$ cat src/rtl/uart_rx.sv
// uart_rx: 8-bit UART receiver (start, 8 data LSB first, optional parity, stop) driven by an oversample tick.
// Build option UART_RX_MAJORITY_EN: decide each bit by a 2-of-3 vote over the ticks around mid-bit.
module uart_rx #(
  parameter int OVERSAMPLE  = 16,
  parameter int SYNC_STAGES = 2
) (
  input  logic       clk,
  input  logic       rst,
  input  logic       os_tick,
  input  logic       rx,
  input  logic       par_en,
  input  logic       par_ty,
  output logic [7:0] rx_data,
  output logic       rx_valid,
  output logic       parity_err,
  output logic       frame_err,
  output logic       rx_busy
);

  localparam int CW = $clog2(OVERSAMPLE);

`ifdef UART_RX_MAJORITY_EN
  // Decisions land one tick after mid-bit so the third vote sample is available.
  localparam logic [CW-1:0] START_PT = CW'(OVERSAMPLE / 2);
`else
  localparam logic [CW-1:0] START_PT = CW'(OVERSAMPLE / 2 - 1);
`endif
  localparam logic [CW-1:0] BIT_PT = CW'(OVERSAMPLE - 1);

  typedef enum logic [2:0] {
    IDLE,
    START,
    DATA,
    PARITY,
    STOP
  } state_t;

  state_t                 state;
  logic [SYNC_STAGES-1:0] sync_reg;
  logic                   rxs;
  logic                   rxs_prev;
  logic                   fall;
  logic                   bit_val;
  logic                   at_pt;
  logic [CW-1:0]          tick_cnt;
  logic [2:0]             bit_cnt;
  logic [7:0]             shift_reg;
  logic                   pe_lat;
  logic                   pt_lat;
  logic                   perr_lat;
  logic                   stop_lat;
  logic                   done;

  always_ff @(posedge clk or posedge rst) begin
    if (rst) begin
      sync_reg <= '1;
      rxs_prev <= 1'b1;
    end else begin
      sync_reg <= {sync_reg[SYNC_STAGES-2:0], rx};
      rxs_prev <= rxs;
    end
  end

  assign rxs  = sync_reg[SYNC_STAGES-1];
  assign fall = rxs_prev & ~rxs;

`ifdef UART_RX_MAJORITY_EN
  logic [1:0] hist;

  // hist[0] is rxs at the previous tick, hist[1] the tick before that.
  always_ff @(posedge clk or posedge rst) begin
    if (rst) begin
      hist <= 2'b11;
    end else if (os_tick) begin
      hist <= {hist[0], rxs};
    end
  end

  assign bit_val = (hist[1] & hist[0]) | (hist[1] & rxs) | (hist[0] & rxs);
`else
  assign bit_val = rxs;
`endif

  assign at_pt = os_tick && (tick_cnt == ((state == START) ? START_PT : BIT_PT));

  always_ff @(posedge clk or posedge rst) begin
    if (rst) begin
      state      <= IDLE;
      tick_cnt   <= '0;
      bit_cnt    <= '0;
      shift_reg  <= '0;
      pe_lat     <= 1'b0;
      pt_lat     <= 1'b0;
      perr_lat   <= 1'b0;
      stop_lat   <= 1'b1;
      done       <= 1'b0;
      rx_data    <= '0;
      rx_valid   <= 1'b0;
      parity_err <= 1'b0;
      frame_err  <= 1'b0;
      rx_busy    <= 1'b0;
    end else begin
      rx_valid <= 1'b0;
      if (done) begin
        // Publish the frame one clk after the stop-bit decision.
        done       <= 1'b0;
        rx_valid   <= 1'b1;
        rx_data    <= shift_reg;
        parity_err <= pe_lat & perr_lat;
        frame_err  <= ~stop_lat;
        state      <= IDLE;
        rx_busy    <= 1'b0;
        tick_cnt   <= '0;
      end else begin
        if (state != IDLE && os_tick) begin
          tick_cnt <= tick_cnt + 1'b1;
        end
        case (state)
          IDLE: begin
            if (fall) begin
              state    <= START;
              tick_cnt <= '0;
              rx_busy  <= 1'b1;
            end
          end
          START: begin
            if (at_pt) begin
              tick_cnt <= '0;
              if (!bit_val) begin
                state    <= DATA;
                bit_cnt  <= '0;
                pe_lat   <= par_en;
                pt_lat   <= par_ty;
                perr_lat <= 1'b0;
              end else begin
                state   <= IDLE;
                rx_busy <= 1'b0;
              end
            end
          end
          DATA: begin
            if (at_pt) begin
              tick_cnt  <= '0;
              shift_reg <= {bit_val, shift_reg[7:1]};
              bit_cnt   <= bit_cnt + 1'b1;
              if (bit_cnt == 3'd7) begin
                state <= pe_lat ? PARITY : STOP;
              end
            end
          end
          PARITY: begin
            if (at_pt) begin
              tick_cnt <= '0;
              perr_lat <= bit_val != (pt_lat ? ^shift_reg : ~^shift_reg);
              state    <= STOP;
            end
          end
          STOP: begin
            if (at_pt) begin
              tick_cnt <= '0;
              stop_lat <= bit_val;
              done     <= 1'b1;
            end
          end
          default: begin
            state   <= IDLE;
            rx_busy <= 1'b0;
          end
        endcase
      end
    end
  end

endmodule

$ cat config.mk
export PLATFORM = sky130hd
export DESIGN_NAME = uart_rx
export DESIGN_NICKNAME = d
export VERILOG_FILES = /design/src/rtl/uart_rx.sv
export SDC_FILE = /design/constraint.sdc
export NUM_CORES = 1
export LEC_CHECK = 0
export ABC_AREA = 1
export BUFFER_PORTS_ARGS = -buffer_cell sky130_fd_sc_hd__buf_2
export CAP_MARGIN = 20
export CORE_MARGIN = 2
export CORE_UTILIZATION = 40
export CTS_BUF_LIST = sky130_fd_sc_hd__clkbuf_8
export DETAILED_ROUTE_END_ITERATION = 6
export SLEW_MARGIN = 0
export SYNTH_ARGS = -nofsm -noshare
export SYNTH_HDL_FRONTEND = slang
export SYNTH_SLANG_ARGS = --single-unit
$ cat constraint.sdc
create_clock -name clk -period 3.1 [get_ports clk]
set_input_delay 0.155 -clock clk [delete_from_list [all_inputs] [get_ports clk]]
set_output_delay 0.155 -clock clk [all_outputs]
set_load 0.02 [all_outputs]
### Yosys cells after proc, flatten, opt, wreduce, memory -nomap -nowiden

Index checks and enable logic that the tools add are counted.

* register bits after elaboration: 38
* input bits: 6
* output and inout bits: 12
* word-level logic and storage cells: 92

* add/subtract/negate cells: 2
* equal/unequal tests: 19
* muxes and demuxes: 33
* bitwise gates (word level): 5
* reduce and logical (&&, ||, !) cells: 17

Operator list (count)
* 2-to-1 mux 3 bit: 10
* 2-to-1 mux 4 bit: 5
* inequality test 3 bit (second input constant): 6
* case mux 3 bit (5 select lines): 1
* 2-to-1 mux 1 bit: 12
* inequality test 2 bit (second input constant): 5
* AND reduction 5 bit: 2
* case mux 4 bit (2 select lines): 1
* AND reduction 4 bit: 2
* XNOR reduction 8 bit: 1
* parity 8 bit: 1
* == test 3 x 2 -> 1 bit (second input constant): 2
* == test 3 bit (second input constant): 2
* case mux 3 bit (2 select lines): 1
* AND reduction 3 bit: 2
* AND reduction 6 bit: 1
* adder 4 x 1 -> 4 bit (second input constant): 1
* == test 4 bit: 1
* nonzero test 2 bit: 2
* OR reduction 4 bit: 1
* adder 3 x 1 -> 3 bit (second input constant): 1
* == test 3 x 1 -> 1 bit (second input constant): 1
* zero test 3 bit: 1
* NOT 1 bit: 3
* other kinds (9): 11

### Depth between registers and ports, before layout

* depth after elaboration: 7
* gate-level depth with buffers: 12
* mapped depth without buffers: 12

### Worst setup path before layout

OpenSTA, ideal clock, no wires.

* path type: flip-flop to flip-flop
* start point: register tick_cnt[0]
* end point: register shift_reg[0]
* setup time: 0.118 ns
* arrival: 1.422 ns
* setup slack: 1.560 ns
* cell stages (with the launch flop): 10
* path buffers: 1
* cells stage by stage: dfrtp_1 ha_1 nand2_1 nor2_1 nand3_4 nor2_8 nand2_4 buf_6 nand2_1 o21ai_2

* longest elaborated chain between the ends: 3

Ends and longest elaborated chain
* start, declared: line 45 `logic [CW-1:0] tick_cnt;`
* start signal, assigned: line 116 `tick_cnt <= tick_cnt + 1'b1;`
* == test 4 bit: line 84 `assign at_pt = os_tick && (tick_cnt == ((state == START) ? START_PT : BIT_PT));`
* logical AND 1 bit: line 84
* AND reduction 3 bit (no line)
* end signal, assigned: line 144 `shift_reg <= {bit_val, shift_reg[7:1]};`
* end, declared: line 47 `logic [7:0] shift_reg;`

No other way between the ends.
A chain may end at the register's enable or synchronous reset.

### Final worst setup path

* start point: register tick_cnt[0]
* end point: register shift_reg[4]

The elaborated chain is that of the path after synthesis.

==> impl_results.md <==
* Status: completed
* Multi-input gate area at 753 sq um
* Syn Nets at 225
* Reg clk slew, reported paths at 0.08 ns
* Top routing layer used: met4
* CTS tree: yes
* Maximum clock insertion buffer count at 2
* Met2 Wirelength at 1540 microns
* Htree depth at 2
* Initial drt markers at 147
* Top cells by area, synth: dfrtp_1 46%, nand2_1 15%, dfstp_2 5.7%
* Worst Setup End Kind: flip-flop
* Placer Congestion at 0.823
* Synthesis-stage register bit count at 38
* Die X at 71.7 microns
* Post-Syn Area at 0.00183 sq mm
* CP peak stage delay at 0.39 ns
* Syn Inst Count at 216
* Register area share after synthesis at 0.521
* Worst-Skew Late Latency at 0.29 ns
* Met1 wire length at 1770 microns
* Slew Limit Fails at 0
* Final setup viols at 0
* Worst Path Arrival at 1.85 ns
* HP Class: input pin to flip-flop
* Worst Path Max Fanout at 16
* Hold_buf cts at 2
* Critical path class: flip-flop to flip-flop
* Gr ovfl total at 0
* FFs w/ async S/R, synth at 1.00
* Slowest-stage cell, CP: dfrtp_1
* Crit-path most repeated cell: nor2_1
* Top-Level Pins at 18
* Vias at 1,399
* Largest net degree at the start of global routing at 25
* Area of all sequential standard cells at 956 sq um
* Cts bufs inserted at 5
* Top_reg_cell synth: dfrtp_1
* DR DRC count at 0
* Starting Density at 0.418
* Total of warnings raised by yosys at 0
* All-Layer GR Usage at 0.155
* Clock sinks at 38
* Fraction of layout cells with a size suffix above 1 at 0.188
* Root buffer cell: clkbuf_8
* Slew @ Worst Pin at 0.696 ns
* Port Buffer Count at 17
* Detailed Route WL at 3510 microns
* Synth-to-Final Area Change at 13.1%
* Unique masters post-synth at 29
* Final net count at 248
* First-pass GRT wire length at 6070 microns
* RSZ-0062 raised after global routing: no
* Cells resized by post-CTS repair at 0
* Max_cap viols at 0
* Initial antenna violation count at 0
* Rel. slew slack at 0.536
* Synth Area per Inst at 8.49 sq um
* Average routed wire per standard cell at 12.0 microns
* Tmin final at 1.66 ns
* Vias per cell at 4.81
* Placed insts at 282
* Vias in the first global route at 1,340
* Cell taking the most area after synthesis: dfrtp_1
* Critical path cell sequence: ha_1, nand2_1, nor2_1, nand3_4, nor2_8, nand2_4, nor2_1, a21oi_2
* Data required, critical path at 3.28 ns
* Std-Cell Rows at 24
* Final worst slack at 1.44 ns
* Layout Cells excl Fill at 291
* Final hold viol count at 0
* Pleak at 1.11 nW
* Die height at 71.7 microns
* 1st-pass router iterations at 4
* Core area at 0.00438 sq mm
* Clk_skew at 0.00714 ns
* Synth top area share at 0.464
* Startpoint Class: flip-flop
* Fmax at 601 MHz
* DP HPWL at 2530 microns
* Highest ir drop seen on vdd at 0.229 mV
* ANT nets after route at 0
* Period utilization at 0.537
* Antenna diodes at 0
* Post-synth EDFFs at 0
* TNS Setup at 0 ns
* Routed wl met3 at 120 microns
* Post-CTS Setup Inserts at 0
* Fillers at 447
* Pwr Density at 643 mW/mm^2
* Place WS at 1.45 ns
* DIE AREA at 0.00514 sq mm
-- stage by stage --
stage          total power [mW]  hold slack, ns  instance area, sq um  utilization
2_1_floorplan             0.907           0.159                  1830            -
3_3_place_gp              0.995           0.261                  1970        0.449
3_5_place_dp              0.997           0.261                  1970        0.449
4_1_cts                    1.35          0.0913                  2070        0.473
5_1_grt                    1.43           0.123                  2070        0.473
6_report                   1.33          0.0930                  2070        0.473
-- logic make-up (layout without fill, tap and decap cells) --
logic type / Yosys count / after routing / share of synthesized area
compound gates: 28 / 28 / 0.0962
xor+xnor: 4 / 4 / 0.0191
fa+ha+maj: 3 / 3 / 0.0205
buf+inv: 31 / 54 / 0.0682
flops: 38 / 38 / 0.521
mux: 1 / 1 / 0.00546
simple gates: 111 / 111 / 0.269
-- synth_stat cells, types with 2 or more instances --
master and instances:
xor2_1 2, nand2_1 72, ha_1 3, nor2_2 2, dfstp_2 4, xnor2_1 2, a21oi_1 5, o21ai_0 9
inv_1 26, nand3_1 14, o21ai_1 4, clkbuf_1 2, nor3_1 2, o21ai_2 7, nor2_1 14, dfrtp_1 34
nand2_2 2
-- path summary, 6_finish.rpt --
path	from	end	slack [ns]	cells after the start
setup reg to reg	tick_cnt[0]$_DFF_PP0_	shift_reg[4]$_DFFE_PP0P_	1.44	8
min in group asynchronous	rst	shift_reg[2]$_DFFE_PP0P_	0.50	3
hold / removal	par_ty	pt_lat$_DFFE_PP0P_	0.09	3
setup / recovery	tick_cnt[0]$_DFF_PP0_	shift_reg[4]$_DFFE_PP0P_	1.44	8
max in group asynchronous	rst	rxs_prev$_DFF_PP1_	1.80	4
hold reg to reg	sync_reg[0]$_DFF_PP1_	sync_reg[1]$_DFF_PP1_	0.36	0
-- cells in the final DEF (no fill, tap or decap), drive strengths merged --
cell type	synthesis	final
o21ai	20	20
nor2	18	18
xnor2	2	2
nor3	2	2
o21bai	1	1
nand2	75	75
dlygate4sd3	0	2
a21oi	6	6
xor2	2	2
a2111oi	1	1
nand3	15	15
inv	27	28
buf	2	18
clkbuf	2	6
mux2i	1	1
dfrtp	34	34
nand4	1	1
ha	3	3
dfstp	4	4
-- worst max-delay path: cells and delay by family, from the launching register on --
family | cells | cell delay, ns
compound gates | 1 | 0.04
fa+ha+maj | 1 | 0.18
flops | 1 | 0.39
simple gates | 6 | 0.94
-- area by class of cell --
cell class	count	area share
sequential	38	0.461
multi-input combinational	147	0.363
timing repair buffer	20	0.0543
tap	52	0.0314
clock inverter	1	0.00181
clock buffer	6	0.0398
inverter	27	0.0489
-- metal layers --
layer,up-vias,GRT usage
li1,723,-
met1,652,0.203
met2,18,0.236
met3,6,0.0436
met4,0,0.0755
met5,-,0
-- report_power, final --
part           switching (mW)  internal, mW  leakage (nW)
sequential             0.0459         0.555         0.505
clock                   0.171         0.173        0.0485
combinational           0.257         0.132         0.556
No activity file was read; power rests on OpenSTA's default activity.
